==> src/rtl/fifo_pkg.sv <==
// Shared types and width helpers for the FIFO write-side arbiter and read-side scheduler.
package fifo_pkg;

  typedef enum logic [0:0] {
    StIdle  = 1'b0,
    StBurst = 1'b1
  } arb_state_e;

  localparam int unsigned NumReqDefault   = 4;
  localparam int unsigned MaxBurstDefault = 4;

  // Index width; a single requester still needs a 1-bit index.
  function automatic int unsigned req_idx_w(input int unsigned num_req);
    return (num_req > 1) ? $clog2(num_req) : 1;
  endfunction

  function automatic int unsigned beat_w(input int unsigned max_burst);
    return $clog2(max_burst + 1);
  endfunction

  localparam int unsigned REQ_IDX_W = req_idx_w(NumReqDefault);
  localparam int unsigned BEAT_W    = beat_w(MaxBurstDefault);

endpackage

==> src/rtl/rr_priority_picker.sv <==
// Combinational round-robin picker: first set request at or after ptr_i, searching cyclically.
module rr_priority_picker #(
  parameter int unsigned NumReq = 4,
  parameter int unsigned IdxW   = 2
) (
  input  logic [NumReq-1:0] req_i,
  input  logic [IdxW-1:0]   ptr_i,
  output logic [IdxW-1:0]   winner_o,
  output logic              any_valid_o
);

  int unsigned     idx;
  logic [IdxW-1:0] idx_v;
  logic            found;

  always_comb begin
    winner_o = '0;
    found    = 1'b0;
    idx      = 0;
    idx_v    = '0;
    for (int unsigned k = 0; k < NumReq; k++) begin
      // Explicit wrap keeps non-power-of-2 request counts in range.
      idx = 32'(ptr_i) + k;
      if (idx >= NumReq) begin
        idx = idx - NumReq;
      end
      idx_v = IdxW'(idx);
      if (!found && req_i[idx_v]) begin
        found    = 1'b1;
        winner_o = idx_v;
      end
    end
    any_valid_o = found;
  end

endmodule

==> src/rtl/fifo_write_arbiter.sv <==
// Round-robin burst arbiter sharing the async FIFO write port among NUM_REQ requesters.
module fifo_write_arbiter
  import fifo_pkg::*;
#(
  parameter int unsigned NUM_REQ    = 4,
  parameter int unsigned DATA_WIDTH = 8,
  parameter int unsigned MAX_BURST  = 4,
  localparam int unsigned IdxW      = req_idx_w(NUM_REQ),
  localparam int unsigned BeatW     = beat_w(MAX_BURST)
) (
  input  logic                          write_clk,
  input  logic                          write_rst,
  input  logic [NUM_REQ-1:0]            req_valid,
  input  logic [NUM_REQ-1:0]            req_last,
  input  logic [NUM_REQ*DATA_WIDTH-1:0] req_data,
  output logic [NUM_REQ-1:0]            req_ready,
  input  logic                          full,
  output logic                          write_enable,
  output logic [DATA_WIDTH-1:0]         write_data,
  output logic [IdxW-1:0]               owner,
  output logic                          busy
);

  localparam logic [BeatW-1:0] MaxBeat = BeatW'(MAX_BURST);
  localparam logic [IdxW-1:0]  LastIdx = IdxW'(NUM_REQ - 1);

  arb_state_e            state_q, state_d;
  logic [IdxW-1:0]       owner_q, owner_d;
  logic [IdxW-1:0]       rr_ptr_q, rr_ptr_d;
  logic [BeatW-1:0]      beat_cnt_q, beat_cnt_d;
  logic [BeatW-1:0]      beat_inc;
  logic [IdxW-1:0]       pick_idx;
  logic                  pick_any;
  logic                  own_valid;
  logic                  own_last;
  logic [DATA_WIDTH-1:0] own_data;
  logic                  xfer;
  logic                  burst_done;

  rr_priority_picker #(
    .NumReq(NUM_REQ),
    .IdxW  (IdxW)
  ) u_picker (
    .req_i      (req_valid),
    .ptr_i      (rr_ptr_q),
    .winner_o   (pick_idx),
    .any_valid_o(pick_any)
  );

  assign own_valid = req_valid[owner_q];
  assign own_last  = req_last[owner_q];
  assign own_data  = req_data[32'(owner_q) * DATA_WIDTH +: DATA_WIDTH];
  assign beat_inc  = beat_cnt_q + BeatW'(1);
  assign owner     = owner_q;

  always_comb begin
    state_d      = state_q;
    owner_d      = owner_q;
    rr_ptr_d     = rr_ptr_q;
    beat_cnt_d   = beat_cnt_q;
    req_ready    = '0;
    write_enable = 1'b0;
    write_data   = '0;
    busy         = 1'b0;
    xfer         = 1'b0;
    burst_done   = 1'b0;

    unique case (state_q)
      StIdle: begin
        if (pick_any) begin
          owner_d    = pick_idx;
          beat_cnt_d = '0;
          state_d    = StBurst;
        end
      end

      StBurst: begin
        busy               = 1'b1;
        // Ready follows full combinationally so a same-cycle full blocks the word.
        req_ready[owner_q] = ~full;
        xfer               = own_valid & ~full;
        write_enable       = xfer;
        if (xfer) begin
          write_data = own_data;
          beat_cnt_d = beat_inc;
        end
        burst_done = ~own_valid | (xfer & (own_last | (beat_inc == MaxBeat)));
        if (burst_done) begin
          state_d  = StIdle;
          rr_ptr_d = (owner_q == LastIdx) ? '0 : owner_q + IdxW'(1);
        end
      end

      default: state_d = StIdle;
    endcase
  end

  always_ff @(posedge write_clk or posedge write_rst) begin
    if (write_rst) begin
      state_q    <= StIdle;
      owner_q    <= '0;
      rr_ptr_q   <= '0;
      beat_cnt_q <= '0;
    end else begin
      state_q    <= state_d;
      owner_q    <= owner_d;
      rr_ptr_q   <= rr_ptr_d;
      beat_cnt_q <= beat_cnt_d;
    end
  end

endmodule

==> config.mk <==
export PLATFORM = sky130hd
export DESIGN_NAME = fifo_write_arbiter
export DESIGN_NICKNAME = d
export VERILOG_FILES = /design/src/rtl/fifo_pkg.sv /design/src/rtl/rr_priority_picker.sv /design/src/rtl/fifo_write_arbiter.sv
export SDC_FILE = /design/constraint.sdc
export NUM_CORES = 1
export LEC_CHECK = 0
export ABC_AREA = 1
export CAP_MARGIN = 20
export CORE_MARGIN = 1
export CORE_UTILIZATION = 43
export CTS_CLUSTER_DIAMETER = 50
export DETAILED_ROUTE_END_ITERATION = 8
export PLACE_DENSITY = 0.86
export REMOVE_ABC_BUFFERS = 1
export SKIP_CTS_REPAIR_TIMING = 1
export SLEW_MARGIN = 5
export SYNTH_ARGS = -nofsm -noshare
export SYNTH_HDL_FRONTEND = slang
export SYNTH_SLANG_ARGS = --single-unit
==> constraint.sdc <==
create_clock -name write_clk -period 4.37 [get_ports write_clk]
set_input_delay 0.437 -clock write_clk [delete_from_list [all_inputs] [get_ports write_clk]]
set_output_delay 0.437 -clock write_clk [all_outputs]
set_load 0.01 [all_outputs]
==> qor.csv <==
stage;metric;value;unit
outcome;status;finished, final reports clean;
floorplan;core;2477;µm²
finish;fin_nets;300;
synthesis;synthDistinctLibCells;20;
sta;setup_violations;0;
finish;fin_util;68.89;%
sta;fmax;325.3;MHz
sta;whs;0.4294;ns
power_and_ir_drop;p_int;411.9;µW
sta;min_period_over_period;70.35;%
finish;area_growth;51.22;%
place;gp_congestion;0.7938;
place;pre_cts_slack;1.452;ns
drt;num_vias;1391;
min_path;holdCritPathClass;in -> async;
power_and_ir_drop;p_seq_share;21.9;%
clock_network;clock_latency;0.24;ns
drt;drtPass1Iterations;4;
sta;fin_ws;1.296;ns
drt;drt_iter0_markers;19;
global_routing;antenna_found_initial;0;
drt;routedWlPerCell;11.40;µm
power_and_ir_drop;netSwitchingPower;489.1;µW
synthesis;synthCells;197;
sta;timing.setup.tns;0;ns
finish;antenna_cells;0;
sta;report.final.hold_viol_count;0;
power_and_ir_drop;power.density;527.9;nW/µm²
worst_setup_path;cp-start-kind;register;
sta;grt_setup_unrepaired;false;
power_and_ir_drop;clock_power_share;5.9;%
clock_network;numClockSinks;8;
floorplan;die_h;53.23;µm
sta;clock_skew;0.002001;ns
synthesis;ys_warn_count;0;
global_routing;grt_max_degree;28;
sta;worst_pin_slew;0.8066;ns
synthesis;syn_avg_cell_area;5.729;µm²
drt;wl;3181;µm
synthesis;synth-seq-cells;8;
power_and_ir_drop;p_leak;0.0008302;µW
global_routing;grt_overflow;0;
clock_network;htreeDepth;1;
worst_setup_path;critPathKind;reg -> out;
floorplan;io_pins;59;
finish;drive_above_1_share;8.835;%
global_routing;grt_pass1_vias;1298;
worst_setup_path;path_max_fanout;27;
floorplan;rows;18;
floorplan;start_util;45.56;%
power_and_ir_drop;ir_drop;0.3406;mV
clock_network;cts_tree;yes;
sta;fin_crit;3.074;ns
synthesis;ys_seq_area_share;17.74;%
flow_run;maxCapViolCount;0;
power_and_ir_drop;comb_power_share;72.2;%
clock_network;clockRootBuffer;clkbuf_4;
clock_network;cts_buffers;3;
floorplan;die_w;53.23;µm
global_routing;grt_pass1_wl;5250;µm
drt;drtAntennaViolNets;0;
clock_network;clockBufferDepth;2;
place;dp_hpwl;2554;µm
worst_setup_path;crit_arrival;2.64;ns
drt;drc;0;
floorplan;dieArea;2833;µm²
place;portBuffers;58;
worst_setup_path;cp.required;3.93;ns
finish;fill_cells;238;
synthesis;synth_area;1129;µm²
worst_setup_path;cp-end-kind;output port;
global_routing;grt.total_usage;25.01;%
power_and_ir_drop;p_sw_share;54.28;%
clock_network;clk_pin_slew_worst_paths;0.05;ns
sta;slew_violations;0;
sta;slew_headroom;46.22;%
drt;vias_per_cell;4.986;
[state kept, by name (all words and copies together), names as in the netlist]
register	flops
beat_cnt_q	3
owner	2
rr_ptr_q	2
state_q	1
[worst paths after layout]
check | from | end | slack, ns | cells after the start
min | write_rst | beat_cnt_q[0]$_DFFE_PP0P_ | 0.43 | 2
min in group write_clk | beat_cnt_q[2]$_DFFE_PP0P_ | beat_cnt_q[2]$_DFFE_PP0P_ | 0.54 | 2
max | owner[0]$_DFFE_PP0P_ | write_data[0] | 1.30 | 7
min reg2reg | beat_cnt_q[2]$_DFFE_PP0P_ | beat_cnt_q[2]$_DFFE_PP0P_ | 0.54 | 2
max in group asynchronous | write_rst | state_q$_DFF_PP0_ | 3.72 | 2
max reg2reg | owner[0]$_DFFE_PP0P_ | rr_ptr_q[0]$_DFFE_PP0P_ | 2.21 | 8
[per-layer routing]
layer	routed length [µm]	vias up	share of wire (%)	GRT usage (%)
met5	0	-	0	0
met4	14	0	0.44	4.386
met3	235	2	7.4	6.897
met2	1578	46	50	43.96
met1	1353	620	43	30.16
li1	-	723	-	-
[power groups by stage]
stage | sequential, µW | combinational [µW] | clock (µW)
floorplan | 180 | 442 | 0
global placement | 198 | 638 | 0
detailed placement | 197 | 651 | 0
CTS | 198 | 655 | 55.9
global route | 208 | 739 | 63.8
finish | 197 | 651 | 53.4
[area by class of cell]
cell class                      instances  area, µm²  share of cell area [%]
Sequential cell                         8      200.2                   11.73
Timing Repair Buffer                   58      580.6                   34.02
Inverter                               20      75.07                   4.399
Multi-Input combinational cell        160      790.8                   46.33
Tap cell                               30      37.54                   2.199
Clock buffer                            3      22.52                   1.320
[through the flow]
stage          std cells  total power (µW)  instance area [µm²]
5_1_grt              279              1011                 1707
4_1_cts              279             908.3                 1707
3_5_place_dp         276             848.1                 1684
6_report             279             900.9                 1707
3_3_place_gp         276             836.0                 1684
2_1_floorplan        188             621.7                 1066
[Yosys cell counts, drive strengths merged]
cell type   n  area, µm²
xor2        1      8.760
buf         8      58.80
clkbuf      1      3.750
inv        20      75.07
ha          6      75.07
o21ai      26      137.6
a21oi      11      55.05
nor2       42      165.2
nand4       1      6.260
dfrtp       8      200.2
nand3      13      85.08
nand2      60      257.7
[cells in the final DEF (no fill, tap or decap)]
cell type         n
nand3_2           4
nand3_1           9
nand2_1          51
ha_1              6
o21ai_2           2
inv_1            17
o21ai_1           2
xor2_1            1
nor2_1           41
o21ai_0          22
clkdlybuf4s50_1  58
inv_2             3
nand2_2           7
clkbuf_4          3
a21oi_1          11
nor2_4            1
nand4_1           1
nand2_4           2
dfrtp_1           8
[kinds of logic after synthesis]
kind of cell | Yosys count | share of synthesized area, %
buffers and inverters | 29 | 12.19
XOR/XNOR | 1 | 0.7762
flip-flops | 8 | 17.74
adder cells (fa/ha/maj) | 6 | 6.652
AO/OA/AOI/OAI | 37 | 17.07
AND/OR/NAND/NOR | 116 | 45.57
[worst max-delay path, cell delays in order, from the launching register on]
cell and delay (ns):
dfrtp_1 0.86, a21oi_1 0.12, o21ai_0 0.12, nand2_1 0.10, nor2_1 0.09, nand2_1 0.29
a21oi_1 0.24, clkdlybuf4s50_1 0.57
No activity file was read; power rests on OpenSTA's default activity.
